File: src/rtl/multimode_timekeeper.sv
// Three-mode timekeeper: a 24-hour clock, a lap-hold stopwatch and an alarmed countdown
// share one 10 ms prescaler. A button-driven mode FSM picks the unit that drives the display.
module multimode_timekeeper #(
    parameter int CLK_HZ    = 50_000_000,
    parameter int ALARM_SEC = 10
) (
    input  logic        clk,
    input  logic        reset,
    input  logic        mode_btn,
    input  logic        start_btn,
    input  logic        lap_btn,
    input  logic        clear_btn,
    input  logic        set_load,
    input  logic [2:0]  set_sel,
    input  logic [3:0]  set_val,
    output logic [23:0] digits,
    output logic [5:0]  blank,
    output logic [1:0]  mode,
    output logic        running,
    output logic        alarm
);
    localparam int DIV = CLK_HZ / 100;
    localparam int PW  = (DIV > 1) ? $clog2(DIV) : 1;
    localparam logic [PW-1:0] DIV_LAST = PW'(DIV - 1);
    localparam int AW  = (ALARM_SEC > 0) ? $clog2(ALARM_SEC + 1) : 1;
    // Per-digit roll-over values, digit 0 in the low nibble.
    localparam logic [23:0] SW_LIM   = 24'h595999;
    localparam logic [15:0] MMSS_LIM = 16'h5959;

    typedef enum logic [1:0] {
        ST_CLOCK = 2'd0,
        ST_SW    = 2'd1,
        ST_CD    = 2'd2
    } state_t;

    genvar gi;

    logic [PW-1:0] presc_reg;
    logic [6:0]    centi_reg;
    logic          centi_tick;
    logic          sec_tick;

    assign centi_tick = (presc_reg == DIV_LAST);
    assign sec_tick   = centi_tick && (centi_reg == 7'd99);

    always_ff @(posedge clk) begin
        if (reset) begin
            presc_reg <= '0;
            centi_reg <= '0;
        end else if (centi_tick) begin
            presc_reg <= '0;
            centi_reg <= (centi_reg == 7'd99) ? 7'd0 : centi_reg + 7'd1;
        end else begin
            presc_reg <= presc_reg + PW'(1);
        end
    end

    logic [3:0] btn_level;
    logic [3:0] btn_prev_reg;
    logic [3:0] btn_rise;
    logic [3:0] btn_act;
    logic       alarm_reg;
    logic       alarm_consume;
    logic       act_mode, act_start, act_lap, act_clear;

    assign btn_level = {clear_btn, lap_btn, start_btn, mode_btn};
    // While the alarm sounds, any button edge only silences it.
    assign alarm_consume = alarm_reg & (|btn_rise);

    generate
        for (gi = 0; gi < 4; gi = gi + 1) begin : g_btn
            assign btn_rise[gi] = btn_level[gi] & ~btn_prev_reg[gi];
            assign btn_act[gi]  = btn_rise[gi] & ~alarm_consume;
        end
    endgenerate

    assign act_mode  = btn_act[0];
    assign act_start = btn_act[1];
    assign act_lap   = btn_act[2];
    assign act_clear = btn_act[3];

    always_ff @(posedge clk) begin
        if (reset) begin
            btn_prev_reg <= '0;
        end else begin
            btn_prev_reg <= btn_level;
        end
    end

    state_t state_reg, state_next;
    logic   is_clock, is_sw, is_cd;

    assign is_clock = (state_reg == ST_CLOCK);
    assign is_sw    = (state_reg == ST_SW);
    assign is_cd    = (state_reg == ST_CD);

    always_ff @(posedge clk) begin
        if (reset) begin
            state_reg <= ST_CLOCK;
        end else begin
            state_reg <= state_next;
        end
    end

    always_comb begin
        state_next = state_reg;
        if (act_mode) begin
            case (state_reg)
                ST_CLOCK: state_next = ST_SW;
                ST_SW:    state_next = ST_CD;
                default:  state_next = ST_CLOCK;
            endcase
        end
    end

    logic [3:0] set_lim;
    logic       set_val_ok;

    always_comb begin
        case (set_sel)
            3'd0, 3'd2, 3'd4: set_lim = 4'd9;
            3'd1, 3'd3:       set_lim = 4'd5;
            3'd5:             set_lim = 4'd2;
            default:          set_lim = 4'd0;
        endcase
    end
    assign set_val_ok = (set_sel <= 3'd5) && (set_val <= set_lim);

    logic [5:0][3:0] clk_reg, clk_inc, clk_next;
    logic [3:0]      clk_h1_wr, clk_h0_wr;
    logic            clk_carry;
    logic            clk_wr_ok;
    logic            clk_tick;

    // Hour legality is judged on the pair as it would look after the write.
    assign clk_h1_wr = (set_sel == 3'd5) ? set_val : clk_reg[5];
    assign clk_h0_wr = (set_sel == 3'd4) ? set_val : clk_reg[4];
    assign clk_wr_ok = set_load && is_clock && set_val_ok &&
                       !((clk_h1_wr == 4'd2) && (clk_h0_wr > 4'd3));
    assign clk_tick  = sec_tick && !clk_wr_ok;

    always_comb begin
        clk_inc   = clk_reg;
        clk_carry = 1'b1;
        for (int i = 0; i < 4; i++) begin
            if (clk_carry) begin
                if (clk_reg[i] == MMSS_LIM[4*i +: 4]) begin
                    clk_inc[i] = 4'd0;
                end else begin
                    clk_inc[i] = clk_reg[i] + 4'd1;
                    clk_carry  = 1'b0;
                end
            end
        end
        if (clk_carry) begin
            if ((clk_reg[5] == 4'd2) && (clk_reg[4] == 4'd3)) begin
                clk_inc[5] = 4'd0;
                clk_inc[4] = 4'd0;
            end else if (clk_reg[4] == 4'd9) begin
                clk_inc[5] = clk_reg[5] + 4'd1;
                clk_inc[4] = 4'd0;
            end else begin
                clk_inc[4] = clk_reg[4] + 4'd1;
            end
        end
    end

    generate
        for (gi = 0; gi < 6; gi = gi + 1) begin : g_clk_next
            assign clk_next[gi] = (clk_wr_ok && (set_sel == 3'(gi))) ? set_val :
                                  (clk_tick ? clk_inc[gi] : clk_reg[gi]);
        end
    endgenerate

    always_ff @(posedge clk) begin
        if (reset) begin
            clk_reg <= '0;
        end else begin
            clk_reg <= clk_next;
        end
    end

    logic [5:0][3:0] sw_reg, sw_snap_reg, sw_inc;
    logic            sw_run_reg;
    logic            sw_hold_reg;
    logic            sw_carry;

    always_comb begin
        sw_inc   = sw_reg;
        sw_carry = 1'b1;
        for (int i = 0; i < 6; i++) begin
            if (sw_carry) begin
                if (sw_reg[i] == SW_LIM[4*i +: 4]) begin
                    sw_inc[i] = 4'd0;
                end else begin
                    sw_inc[i] = sw_reg[i] + 4'd1;
                    sw_carry  = 1'b0;
                end
            end
        end
    end

    always_ff @(posedge clk) begin
        if (reset) begin
            sw_reg      <= '0;
            sw_snap_reg <= '0;
            sw_run_reg  <= 1'b0;
            sw_hold_reg <= 1'b0;
        end else if (is_sw && act_clear) begin
            sw_reg      <= '0;
            sw_run_reg  <= 1'b0;
            sw_hold_reg <= 1'b0;
        end else begin
            if (centi_tick && sw_run_reg) begin
                sw_reg <= sw_inc;
            end
            if (is_sw && act_start) begin
                sw_run_reg <= !sw_run_reg;
                if (sw_run_reg) begin
                    sw_hold_reg <= 1'b0;
                end
            end else if (is_sw && act_lap && sw_run_reg) begin
                sw_hold_reg <= !sw_hold_reg;
                if (!sw_hold_reg) begin
                    sw_snap_reg <= sw_reg;
                end
            end
        end
    end

    logic [3:0][3:0] cd_pre_reg, cd_cur_reg, cd_dec, cd_pre_wr, cd_cur_wr;
    logic            cd_run_reg;
    logic            cd_borrow;
    logic            cd_wr_ok;
    logic            cd_clear;
    logic            cd_tick;
    logic            cd_expire;

    assign cd_wr_ok  = set_load && is_cd && set_val_ok && (set_sel <= 3'd3);
    assign cd_clear  = is_cd && act_clear;
    assign cd_tick   = sec_tick && cd_run_reg && !cd_wr_ok && !cd_clear;
    assign cd_expire = cd_tick && (cd_dec == '0);

    always_comb begin
        cd_dec    = cd_cur_reg;
        cd_borrow = 1'b1;
        for (int i = 0; i < 4; i++) begin
            if (cd_borrow) begin
                if (cd_cur_reg[i] == 4'd0) begin
                    cd_dec[i] = MMSS_LIM[4*i +: 4];
                end else begin
                    cd_dec[i] = cd_cur_reg[i] - 4'd1;
                    cd_borrow = 1'b0;
                end
            end
        end
    end

    generate
        for (gi = 0; gi < 4; gi = gi + 1) begin : g_cd_wr
            assign cd_pre_wr[gi] = (set_sel == 3'(gi)) ? set_val : cd_pre_reg[gi];
            assign cd_cur_wr[gi] = (set_sel == 3'(gi)) ? set_val : cd_cur_reg[gi];
        end
    endgenerate

    always_ff @(posedge clk) begin
        if (reset) begin
            cd_pre_reg <= '0;
            cd_cur_reg <= '0;
            cd_run_reg <= 1'b0;
        end else begin
            if (cd_clear) begin
                cd_run_reg <= 1'b0;
                cd_cur_reg <= cd_pre_reg;
            end else if (is_cd && act_start) begin
                if (cd_run_reg) begin
                    cd_run_reg <= 1'b0;
                end else if (cd_cur_reg != '0) begin
                    cd_run_reg <= 1'b1;
                end
            end
            if (cd_tick) begin
                cd_cur_reg <= cd_dec;
                if (cd_expire) begin
                    cd_run_reg <= 1'b0;
                end
            end
            if (cd_wr_ok) begin
                cd_pre_reg <= cd_pre_wr;
                if (!cd_run_reg) begin
                    cd_cur_reg <= cd_cur_wr;
                end
            end
        end
    end

    logic [AW-1:0] alarm_cnt_reg;

    always_ff @(posedge clk) begin
        if (reset) begin
            alarm_reg     <= 1'b0;
            alarm_cnt_reg <= '0;
        end else if (cd_expire) begin
            alarm_reg     <= 1'b1;
            alarm_cnt_reg <= AW'(ALARM_SEC);
        end else if (alarm_consume) begin
            alarm_reg     <= 1'b0;
            alarm_cnt_reg <= '0;
        end else if (sec_tick && alarm_reg) begin
            if (alarm_cnt_reg <= AW'(1)) begin
                alarm_reg     <= 1'b0;
                alarm_cnt_reg <= '0;
            end else begin
                alarm_cnt_reg <= alarm_cnt_reg - AW'(1);
            end
        end
    end

    logic [5:0][3:0] disp_raw;

    always_comb begin
        mode     = state_reg;
        disp_raw = clk_reg;
        blank    = 6'b000000;
        running  = 1'b1;
        case (state_reg)
            ST_SW: begin
                disp_raw = sw_hold_reg ? sw_snap_reg : sw_reg;
                running  = sw_run_reg;
            end
            ST_CD: begin
                disp_raw = {8'h00, cd_cur_reg};
                blank    = 6'b110000;
                running  = cd_run_reg;
            end
            default: ;
        endcase
    end

    generate
        for (gi = 0; gi < 6; gi = gi + 1) begin : g_digits
            assign digits[4*gi +: 4] = blank[gi] ? 4'hF : disp_raw[gi];
        end
    endgenerate

    assign alarm = alarm_reg;

endmodule

File: config.mk
export PLATFORM = sky130hd
export DESIGN_NAME = multimode_timekeeper
export DESIGN_NICKNAME = d
export VERILOG_FILES = /design/src/rtl/multimode_timekeeper.sv
export SDC_FILE = /design/constraint.sdc
export NUM_CORES = 1
export LEC_CHECK = 0
export ABC_AREA = 0
export CAP_MARGIN = 25
export CORE_ASPECT_RATIO = 0.9
export CORE_UTILIZATION = 59
export DETAILED_ROUTE_END_ITERATION = 8
export GPL_TIMING_DRIVEN = 0
export PLACE_DENSITY_LB_ADDON = 0.12
export SETUP_SLACK_MARGIN = 0.02
export SLEW_MARGIN = 40
export SYNTH_ARGS = -nofsm -noshare
export SYNTH_HDL_FRONTEND = slang
export SYNTH_SLANG_ARGS = --single-unit
File: constraint.sdc
create_clock -name clk -period 7.7 [get_ports clk]
set_input_delay 2.31 -clock clk [delete_from_list [all_inputs] [get_ports clk]]
set_output_delay 2.31 -clock clk [all_outputs]
set_load 0.01 [all_outputs]
==> results by group <==
Drt
  – Final ANT Viol Nets: 0
  – Vias: about 8,100
  – Vias/cell: between 6 and 7
  – Initial drt markers: approximately 990
  – # DRC: 7
  – Drt first pass iters: 8
  – DR WL/cell: 18.8 um
  – WL final: 24.1 mm

Setup path
  – Worst path required time: 8.01 ns
  – CP endpoint kind: register
  – CP Depth: 12
  – Worst path max stage delay: roughly 0.75 ns
  – CP max FO: 10
  – Type of origin of the critical path: input port
  – Kind of critical path: in2reg
  – Worst r2r src: presc_reg[7]$_SDFF_PP0_
  – Worst setup path end: cd_pre_reg[4]$_SDFFE_PP0P_
  – R2R Path End: clk_reg[18]$_SDFFE_PP0P_
  – Buf/Inv on CP: 4
  – Crit path top cell by count: clkbuf_1
  – CP Launch Point: set_sel[2]
  – Worst path arrival time: about 6.3 ns
  – Slowest cell on the critical path: nor3b_1
  – Reg2reg setup slack: about 4.7 ns
  – CP top delay family: simple AND/OR/NAND/NOR gates
  – Crit-path cells: clkdlybuf4s50_1 > clkbuf_1 > nor2b_1 > inv_1 > ha_1 > a211oi_1 > a21o_1 > clkbuf_1 > nand2_1 > nor3b_1 > mux2i_1 > nor2_1
  – Worst-case reg-to-reg path depth: 7

Power
  – Leakage: slightly above 3 nW
  – Switching pwr: ~460 uW
  – Worst ir drop on vdd: 0.190 mV
  – PwrDens: 194 mW/mm2
  – Gate power share: 0.099
  – Cell Int Power: about 1.4 mW
  – Clock Power Share: 0.483
  – Reg power frac: 0.417
  – Net Sw Frac: 0.252

Synthesis
  – Distinct cells, synth: 70
  – Yosys top cell by area: dfxtp_1
  – Top cell type's share of synthesized area: 0.356
  – Top area cells in the synthesized netlist: dfxtp_1 (36%), nand2_1 (5.8%), a21oi_1 (5.7%), nor2_1 (5.4%), mux2i_1 (4.2%)
  – Most instantiated cells after synthesis: dfxtp_1 (144), nand2_1 (125), nor2_1 (116), a21oi_1 (92), o21ai_0 (61)
  – Seq/Total Area, Yosys: 0.356
  – Yosys warns: 0
  – Most frequent cell after synthesis: dfxtp_1
  – Synthesized area per cell: about 7.8 um2
  – FFs w/ async S/R, synth: 0
  – Mapped Area: roughly 0.0081 mm2
  – #FFs+latches synth: roughly 140
  – Top FF cell, synth: dfxtp_1
  – Post-Syn Instances: between 1,000 and 1,500
  – Number of synthesized flops with an enable pin: 0

Place
  – Detailed placer's ending HPWL: between 15 and 20 mm
  – Placer Congestion: roughly 1.0
  – PortBufs: 42

Floorplan
  – Die X: 125 um
  – # IOs: between 40 and 50
  – Initial core utilization: 0.605
  – Num rows: 40
  – Placeable Area: approximately 0.013 mm2
  – Overall die height: between 100 and 150 um
  – Die ar.: roughly 0.014 mm2

CTS
  – H-tree depth: 4
  – Cts bufs inserted: 17
  – CTS tree: built
  – Cts hold-fix bufs: 0
  – Clock tree sinks: 144
  – Clk pin slew, worst setup/hold paths: ~0.060 ns
  – Post-CTS Setup Inserts: 0
  – CTS root buffer: clkbuf_16
  – Worst-skew pair later-pin latency: roughly 0.43 ns
  – Resized Gates After CTS: 0
  – Clock buffer depth: 2

STA
  – Max Slew Vio Count: 0
  – Worst hold slack: 0.453 ns
  – Final hold vios: 0
  – F_max: 0.168 GHz
  – Final worst path period share: 0.775
  – Worst slew pin tran: 0.826 ns
  – TNS Setup: 0 ns
  – Final setup fails: 0
  – Worst Skew: about 0.0094 ns
  – Fin crit period: around 6.0 ns
  – RSZ-0062 raised after global routing: false
  – Max_slew headroom: 0.448

Final layout
  – Synth-to-Final Area Change: 15.8%
  – Diodes inserted: 0
  – Register area: 0.00288 mm2
  – Area of the multi-input gates: a little under 0.005 mm2
  – Finished Core Util: 0.701
  – Final nets: about 1,100
  – Fillers: approximately 1,100
  – Layout cell share with drive strength beyond 1: 0.0636

GRT
  – First-pass GRT wire length: 38.3 mm
  – Initial antenna violation count: 0
  – Vias in the first global route: about 7,200
  – Gr ovfl total: 0
  – Largest net degree at the start of global routing: 17
  – Total track usage: 0.348

Hold path
  – Worst min path class: reg2reg
  – Cell count of the worst hold path: 2

Run status
  – Outcome: finished, violations left
  – Failing checks: design-rule violations

Flow run
  – Max Cap Viol: 0
[power by group through the flow]
stage	Sequential (mW)	Combinational, mW	Clock [mW]
finish	0.759	0.180	0.879
global route	0.760	0.191	0.906
CTS	0.759	0.175	0.878
detailed placement	0.775	0.173	0
global placement	0.775	0.172	0
floorplan	0.773	0.0965	0
[cells in the final DEF, fill, tap and decap left out, types with 16 or more instances in the layout]
| master | synthesis | routed |
|---|---|---|
| a21oi_1 | 92 | 92 |
| a221oi_1 | 18 | 18 |
| clkbuf_1 | 57 | 58 |
| clkbuf_16 | 0 | 17 |
| clkdlybuf4s50_1 | 0 | 42 |
| dfxtp_1 | 144 | 144 |
| inv_1 | 29 | 29 |
| mux2i_1 | 34 | 34 |
| nand2_1 | 125 | 125 |
| nand3_1 | 43 | 43 |
| nand4_1 | 16 | 16 |
| nor2_1 | 116 | 116 |
| nor2b_1 | 21 | 21 |
| nor3_1 | 24 | 21 |
| o21ai_0 | 61 | 61 |
| or3_1 | 17 | 17 |
| xor2_1 | 20 | 20 |
[worst reg2reg max path: cells and delay by family, from the launching register on]
kind / cells / cell delay, ns
compound gates: 2 / 0.81
simple gates: 5 / 1.80
flops: 1 / 0.33
[area by class of cell]
| class | count | share of cell area |
|---|---|---|
| plain buffers | 67 | 0.0294 |
| clock buffers | 18 | 0.0458 |
| flip-flops and latches | 144 | 0.308 |
| repair buffers | 42 | 0.0449 |
| clock inverters | 13 | 0.0198 |
| inverters | 30 | 0.0120 |
| multi-input cells | 802 | 0.518 |
| well taps | 168 | 0.0224 |
[worst min path at each step]
stage                                     start                          end  slack (ns)
floorplan               presc_reg[0]$_SDFF_PP0_      presc_reg[0]$_SDFF_PP0_        0.43
global route        sw_snap_reg[3]$_SDFFE_PP0P_  sw_snap_reg[3]$_SDFFE_PP0P_        0.47
detailed placement  sw_snap_reg[9]$_SDFFE_PP0P_  sw_snap_reg[9]$_SDFFE_PP0P_        0.45
global placement    sw_snap_reg[0]$_SDFFE_PP0P_  sw_snap_reg[0]$_SDFFE_PP0P_        0.44
finish              sw_snap_reg[6]$_SDFFE_PP0P_  sw_snap_reg[6]$_SDFFE_PP0P_        0.45
CTS                 sw_snap_reg[9]$_SDFFE_PP0P_  sw_snap_reg[9]$_SDFFE_PP0P_        0.45
[per-stage QoR]
step	instance area, um2	total power, mW	cells	setup WS, ns
2_1_floorplan	8100	0.870	1043	2.62
3_3_place_gp	8730	0.947	1253	1.47
3_5_place_dp	8750	0.948	1253	1.43
4_1_cts	9360	1.81	1284	1.85
5_1_grt	9370	1.86	1284	1.50
6_report	9370	1.82	1284	1.73
[kinds of logic after synthesis]
family,Yosys count,synth area share
simple gates,452,0.279
compound gates,249,0.195
flops,144,0.356
buf+inv,97,0.0479
mux,49,0.0630
xor+xnor,34,0.0368
fa+ha+maj,14,0.0217
other cells,1,0.000464
[routing by layer]
layer,share of wire,global-route usage
met5,0,0
met4,0.036,0.159
met3,0.092,0.0638
met2,0.44,0.552
met1,0.43,0.463
No activity file was read; power rests on OpenSTA's default activity.
